## config.mk

```make
export PLATFORM = sky130hd
export DESIGN_NAME = lcd_cmd_sequencer
export DESIGN_NICKNAME = d
export VERILOG_FILES = /design/src/rtl/lcd_cmd_sequencer_pkg.sv /design/src/rtl/lcd_cmd_sequencer_fifo.sv /design/src/rtl/lcd_cmd_sequencer.sv
export SDC_FILE = /design/constraint.sdc
export NUM_CORES = 1
export LEC_CHECK = 0
export CORE_MARGIN = 2
export CORE_UTILIZATION = 55
export DETAILED_ROUTE_END_ITERATION = 16
export PLACE_DENSITY_LB_ADDON = 0.05
export SLEW_MARGIN = 10
export SYNTH_ARGS = -nofsm -noshare
export SYNTH_HDL_FRONTEND = slang
export SYNTH_SLANG_ARGS = --single-unit
```

## constraint.sdc

```tcl
create_clock -name clk -period 3.16 [get_ports clk]
set_input_delay 0.948 -clock clk [delete_from_list [all_inputs] [get_ports clk]]
set_output_delay 0.948 -clock clk [all_outputs]
set_load 0.005 [all_outputs]
```

## src/rtl/lcd_cmd_sequencer_pkg.sv

```systemverilog
`default_nettype none
// ---------------------------------------------------------------------------
// Module  : lcd_cmd_sequencer_pkg
// Brief   : FSM states, HD44780 init table and wait-class helpers.
// Revision: 1.0 - initial release
// ---------------------------------------------------------------------------
package lcd_cmd_sequencer_pkg;

  typedef enum logic [2:0] {
    S_PWRUP      = 3'd0,
    S_INIT_ISSUE = 3'd1,
    S_INIT_WAIT  = 3'd2,
    S_IDLE       = 3'd3,
    S_ISSUE      = 3'd4,
    S_WAIT       = 3'd5
  } state_t;

  localparam logic [7:0] c_CMD_CLEAR    = 8'h01;
  localparam logic [7:0] c_CMD_HOME     = 8'h02;
  localparam logic [7:0] c_CMD_HOME_ALT = 8'h03;
  localparam logic [1:0] c_INIT_LAST    = 2'd3;

  function automatic logic [7:0] init_byte(input logic [1:0] idx);
    case (idx)
      2'd0:    return 8'h38;
      2'd1:    return 8'h0C;
      2'd2:    return 8'h01;
      default: return 8'h06;
    endcase
  endfunction

  // Clear and home are the only slow instructions; character data never is.
  function automatic logic needs_long_wait(input logic rs, input logic [7:0] data);
    return !rs && ((data == c_CMD_CLEAR) || (data == c_CMD_HOME) || (data == c_CMD_HOME_ALT));
  endfunction

endpackage
`default_nettype wire

```

## src/rtl/lcd_cmd_sequencer_fifo.sv

```systemverilog
`default_nettype none
// ---------------------------------------------------------------------------
// Module  : lcd_cmd_sequencer_fifo
// Brief   : Show-ahead FIFO of {rs,data} entries with async reset.
// Revision: 1.0 - initial release
// ---------------------------------------------------------------------------
module lcd_cmd_sequencer_fifo #(
  parameter int DEPTH = 16,
  parameter int WIDTH = 9
) (
  input  logic             clk,
  input  logic             rst,
  input  logic             i_push,
  input  logic             i_pop,
  input  logic [WIDTH-1:0] i_data,
  output logic [WIDTH-1:0] o_data,
  output logic             o_full,
  output logic             o_empty
);

  localparam int AW = $clog2(DEPTH);

  logic [WIDTH-1:0] r_mem [DEPTH];
  logic [AW-1:0]    r_wptr;
  logic [AW-1:0]    r_rptr;
  logic [AW:0]      r_count;
  logic             w_push_ok;
  logic             w_pop_ok;

  // Full is judged before this cycle's pop, so a push into a full queue is lost.
  assign w_push_ok = i_push && !o_full;
  assign w_pop_ok  = i_pop && !o_empty;
  assign o_full    = (r_count == (AW+1)'(DEPTH));
  assign o_empty   = (r_count == '0);
  assign o_data    = r_mem[r_rptr];

  always_ff @(posedge clk or posedge rst) begin
    if (rst) begin
      r_wptr  <= '0;
      r_rptr  <= '0;
      r_count <= '0;
    end else begin
      if (w_push_ok) r_wptr <= r_wptr + 1'b1;
      if (w_pop_ok)  r_rptr <= r_rptr + 1'b1;
      case ({w_push_ok, w_pop_ok})
        2'b10:   r_count <= r_count + 1'b1;
        2'b01:   r_count <= r_count - 1'b1;
        default: r_count <= r_count;
      endcase
    end
  end

  always_ff @(posedge clk) begin
    if (w_push_ok) r_mem[r_wptr] <= i_data;
  end

endmodule
`default_nettype wire

```

## src/rtl/lcd_cmd_sequencer.sv

```systemverilog
`default_nettype none
// ---------------------------------------------------------------------------
// Module  : lcd_cmd_sequencer
// Brief   : Queues LCD bytes, runs HD44780 init, strobes bytes with exec delays.
// Revision: 1.0 - initial release
// ---------------------------------------------------------------------------
module lcd_cmd_sequencer
  import lcd_cmd_sequencer_pkg::*;
#(
  parameter int FIFO_DEPTH     = 16,
  parameter int POWERUP_CYC    = 750000,
  parameter int SHORT_WAIT_CYC = 2500,
  parameter int LONG_WAIT_CYC  = 100000
) (
  input  logic       clk,
  input  logic       reset,
  input  logic       wr_en,
  input  logic [7:0] wr_data,
  input  logic       wr_rs,
  output logic       full,
  output logic       overflow,
  output logic       busy,
  output logic       init_done,
  output logic [7:0] lcd_cmd_data,
  output logic       lcd_cmd_rs
);

  localparam int c_MAX_A   = (POWERUP_CYC > LONG_WAIT_CYC) ? POWERUP_CYC : LONG_WAIT_CYC;
  localparam int c_MAX_CYC = (c_MAX_A > SHORT_WAIT_CYC) ? c_MAX_A : SHORT_WAIT_CYC;
  localparam int c_CW      = $clog2(c_MAX_CYC + 1);

  localparam logic [c_CW-1:0] c_PWRUP_LAST = c_CW'(POWERUP_CYC - 1);
  localparam logic [c_CW-1:0] c_SHORT_LOAD = c_CW'(SHORT_WAIT_CYC - 1);
  localparam logic [c_CW-1:0] c_LONG_LOAD  = c_CW'(LONG_WAIT_CYC - 1);

  function automatic logic [c_CW-1:0] wait_load(input logic rs, input logic [7:0] data);
    return needs_long_wait(rs, data) ? c_LONG_LOAD : c_SHORT_LOAD;
  endfunction

  state_t          r_state;
  logic [c_CW-1:0] r_wait;
  logic [1:0]      r_init_idx;
  logic            w_wr_valid;
  logic            w_pop;
  logic            w_fifo_full;
  logic            w_fifo_empty;
  logic [8:0]      w_head;

  assign w_wr_valid = wr_en && (wr_data != 8'h00);
  assign w_pop      = (r_state == S_IDLE) && !w_fifo_empty;
  assign full       = w_fifo_full;
  assign busy       = !((r_state == S_IDLE) && w_fifo_empty);

  lcd_cmd_sequencer_fifo #(
    .DEPTH (FIFO_DEPTH),
    .WIDTH (9)
  ) u_fifo (
    .clk     (clk),
    .rst     (reset),
    .i_push  (w_wr_valid),
    .i_pop   (w_pop),
    .i_data  ({wr_rs, wr_data}),
    .o_data  (w_head),
    .o_full  (w_fifo_full),
    .o_empty (w_fifo_empty)
  );

  // Queued bytes pass through IDLE between waits, so their ISSUE state also
  // counts down; init bytes go straight back to INIT_ISSUE and hold instead.
  always_ff @(posedge clk or posedge reset) begin
    if (reset) begin
      r_state      <= S_PWRUP;
      r_wait       <= '0;
      r_init_idx   <= '0;
      lcd_cmd_data <= 8'h00;
      lcd_cmd_rs   <= 1'b0;
      init_done    <= 1'b0;
      overflow     <= 1'b0;
    end else begin
      lcd_cmd_data <= 8'h00;
      if (w_wr_valid && w_fifo_full) overflow <= 1'b1;

      case (r_state)
        S_PWRUP: begin
          if (r_wait == c_PWRUP_LAST) begin
            r_state      <= S_INIT_ISSUE;
            r_init_idx   <= 2'd0;
            lcd_cmd_data <= init_byte(2'd0);
            lcd_cmd_rs   <= 1'b0;
            r_wait       <= wait_load(1'b0, init_byte(2'd0));
          end else begin
            r_wait <= r_wait + 1'b1;
          end
        end
        S_INIT_ISSUE: r_state <= S_INIT_WAIT;
        S_INIT_WAIT: begin
          if (r_wait == '0) begin
            if (r_init_idx == c_INIT_LAST) begin
              r_state   <= S_IDLE;
              init_done <= 1'b1;
            end else begin
              r_state      <= S_INIT_ISSUE;
              r_init_idx   <= r_init_idx + 2'd1;
              lcd_cmd_data <= init_byte(r_init_idx + 2'd1);
              lcd_cmd_rs   <= 1'b0;
              r_wait       <= wait_load(1'b0, init_byte(r_init_idx + 2'd1));
            end
          end else begin
            r_wait <= r_wait - 1'b1;
          end
        end
        S_IDLE: begin
          if (!w_fifo_empty) begin
            r_state      <= S_ISSUE;
            lcd_cmd_data <= w_head[7:0];
            lcd_cmd_rs   <= w_head[8];
            r_wait       <= wait_load(w_head[8], w_head[7:0]);
          end
        end
        S_ISSUE: begin
          r_state <= S_WAIT;
          r_wait  <= r_wait - 1'b1;
        end
        S_WAIT: begin
          if (r_wait == '0) r_state <= S_IDLE;
          else              r_wait  <= r_wait - 1'b1;
        end
        default: r_state <= S_PWRUP;
      endcase
    end
  end

endmodule
`default_nettype wire

```

==> PnR_summary.wiki <==
{| class="wikitable"
! Metric !! Value
|-
| Result of the run || complete, no violations
|-
| Cell Chain, Critical Path || or4_4 > nor2_2 > nand2_1 > clkdlybuf4s50_1
|-
| Pin count of the biggest net entering global routing || 25
|-
| Half-perimeter wire length after placement || approximately 14 mm
|-
| All-layer global routing usage || 25.30%
|-
| Sinks on the clock net || 193
|-
| Initial core utilization || between 50% and 60%
|-
| Rows || 46
|-
| Net count after synthesis || 708
|-
| Placer Congestion || 0.8513
|-
| Area of the core region || 16000 um2
|-
| Data arrival, critical path || 2.12 ns
|-
| Final setup violating endpoints || 0
|-
| Number of detailed-route iterations in the first pass || 5
|-
| Data required time of the critical path || 2.21 ns
|-
| Share of the core filled with cells in the final layout || 67.06%
|-
| Number of hold-repair buffers added at the cts stage || 0
|-
| WL final || between 20 and 25 mm
|-
| Power Dens Cells || 565.5 nW/um2
|-
| Largest stage delay on the critical path || 0.58 ns
|-
| Die span in y || 132.5 um
|-
| Post-synth top area cell || edfxtp_1
|-
| Min-delay worst type || reg -> reg
|-
| Fraction of the yosys area taken by sequential cells || 61.12%
|-
| Antenna fix cells || 0
|-
| Flops & latches, synth || 193
|-
| Total via count after detailed routing || 5968
|-
| Proportion of netlist area held by the largest area contributor || between 40% and 50%
|-
| WL/cell || 21.80 um
|-
| Slowest cell on crit path || or4_4
|-
| Non-Filler Instances || a little under 1000
|-
| Kind of start point of the critical path || flip-flop
|-
| Vias per Instance || just over 6
|-
| Final Max Tran Viols || 0
|-
| Tcrit/Tclk final || a little over nine tenths
|-
| Peak ir drop on the vdd network || ~0.00061 V
|-
| Root Driver || clkbuf_16
|-
| Count of boundary I/O pins || 25
|-
| Post-Syn Area per Cell || 13.41 um2
|-
| Netlist area before placement || 9081 um2
|-
| Main flop type after synthesis || edfxtp_1
|-
| Post-CTS clock slew at the launch and capture registers of the worst setup and hold paths || 0.07 ns
|-
| Chip width || 132.5 um
|-
| Class of the most critical setup path || reg -> out
|-
| Clk Latency, worst-skew pair || 0.44 ns
|-
| Number of hold-slack violations in the final timing report || 0
|-
| Clock skew after layout || 0.01508 ns
|-
| Routed Antenna Nets || 0
|-
| Fraction of final layout cells sized beyond drive strength 1 || 21.54%
|-
| Drt drc || 0
|-
| Transition at the pin with the smallest max-transition slack || 0.6749 ns
|-
| Leakage power of the design || between 3 and 4 nW
|-
| Synth area leaders || edfxtp_1 (48%), dfrtp_1 (14%), mux4_2 (7.9%), ha_1 (2.5%), nor2_1 (2.0%)
|-
| Minimum period implied by the final worst setup slack || just over 3 ns
|-
| Asr flop ratio synth || 25.39%
|-
| First-pass GRT wire length || between 30 and 40 mm
|-
| Antenna violations before repair || 0
|-
| Number of buffers created by CTS || 17
|-
| Unrepaired setup endpoints after global routing || no
|-
| CTS tree || built
|-
| Total die area || 17550 um2
|-
| Total number of H-tree levels || 4
|-
| Remaining Overflow, GRT || 0
|-
| Worst Path Max Fanout || 4
|-
| Kind of end point of the critical path || output pin
|-
| Number of flops mapped to enable cells by yosys || 144
|-
| Synthesis-to-finish area growth || 18.15%
|-
| PortBufs || 24
|-
| Slew headroom || 54.71%
|-
| Via count of the first global-routing pass || 5871
|-
| Inst Count DP || 935
|-
| Instance count of the mapped netlist || 677
|-
| Post-layout nets || 770
|-
| Power Total || 6.068 mW
|-
| Number of warnings reported in the yosys synthesis log || 0
|-
| Synth cell types || 62
|-
| Peak clock frequency supported by timing || 0.3259 GHz
|-
| Max_cap viols || 0
|-
| Iteration-0 DRC Markers || about 650
|-
| Maximum buffer depth of the clock tree || 2
|}
path summary, 6_finish.rpt:
check	slack, ns	cells past startpoint	start	to
hold / removal	0.49	1	overflow	overflow
setup / recovery	0.09	4	u_fifo.r_count[0]	busy
max in group asynchronous	1.70	3	reset	lcd_cmd_data[6]
hold reg to reg	0.49	1	overflow	overflow
setup reg to reg	0.23	9	u_fifo.r_rptr[1]	r_wait[4]
min in group asynchronous	0.85	2	reset	u_fifo.r_count[0]
cell usage in the layout, fill, tap and decap left out, types with 14 or more instances in the layout:
cell type / instances
edfxtp_1: 144
dfrtp_1: 47
buf_4: 47
nor2_1: 45
nand2_1: 38
a21oi_1: 33
mux4_2: 32
o21ai_0: 28
clkdlybuf4s50_1: 20
ha_1: 18
nor3_1: 17
inv_1: 17
clkbuf_16: 17
mux2i_1: 16
and3_1: 15
buf_12: 14
critical path, delay by kind of cell, from the launching register on:
kind                   cells  cell delay [ns]
and+or+nand+nor            3             0.80
DFF                        1             0.45
buffers and inverters      1             0.44
per-layer routing:
layer	part of all wire, %	up-vias	track usage, %
met1	42	3010	33.60
met5	0	-	0
li1	-	2716	-
met4	1.6	0	5.974
met2	51	216	43.26
met3	5.6	26	5.211
area by class of cell:
cell class	count	area, um2
inverter	18	67.56
clock buffer	18	429.2
multi-input combinational	423	3332
fill	1163	5271
sequential	193	5553
clock inverter	14	182.7
tap	216	270.3
timing repair buffer	86	894.6
synthesized netlist by cell type, types with 4 or more instances:
cell,instances
edfxtp_1,144
dfrtp_1,49
nor2_1,48
nand2_1,39
a21oi_1,34
mux4_2,32
o21ai_0,28
clkbuf_1,20
ha_1,18
inv_1,18
nor3_1,18
mux2i_1,16
and3_1,15
buf_2,15
nand3_1,13
a31oi_1,11
xnor2_1,10
and2_1,9
nor2b_1,9
a21o_1,8
mux2_2,8
nor4_1,8
nand4_1,7
o22ai_1,7
a211oi_1,6
nand2b_1,6
a221oi_1,5
a22oi_1,5
o21ai_1,5
buf_1,4
nor3b_1,4
or3_1,4
xor2_1,4
registers in the layout (all words and copies together) (netlist names):
| register | count |
|---|---|
| r_wait | 20 |
| u_fifo.r_mem | 144 |
| r_init_idx | 2 |
| u_fifo.r_count | 5 |
| lcd_cmd_rs | 1 |
| init_done | 1 |
| overflow | 1 |
| u_fifo.r_wptr | 4 |
| u_fifo.r_rptr | 4 |
| r_state | 3 |
| lcd_cmd_data | 8 |
repair_timing:
action                     CTS  global route
resized for setup            5            13
setup buffers                0             1
pin swaps                    0             2
setup endpoints to repair    4            45
per-stage QoR:
stage                     hold WS, ns  setup TNS, ns  setup slack [ns]  area, um2
after CTS                      0.5048       -0.03343          -0.02184      10680
after detailed placement       0.4600         -16.29           -0.5673      10050
after global routing           0.5082              0           0.01522      10730
final                          0.4910              0           0.09137      10730
after floorplan                0.4510              0            0.1033       9081
after global placement         0.4506         -12.25           -0.4699      10050
report_power, final:
part,internal [mW],switching [mW],total [mW]
sequential,2.97,0.138,3.11
combinational,0.346,0.415,0.761
clock,1.15,1.05,2.20
total,4.46,1.61,6.07
cells by family (layout without fill, tap and decap cells):
logic type	count (synthesis)	in the layout	share of synthesized area, %
buffers and inverters	61	136	2.976
xor gates and xnor gates	14	14	1.350
AOI/OAI and AO/OA	134	134	9.465
DFF	193	193	61.12
muxes	57	57	10.82
and+or+nand+nor	199	199	11.57
adders and majority gates	19	19	2.701
Note: power is estimated with default switching activity, not from simulation.
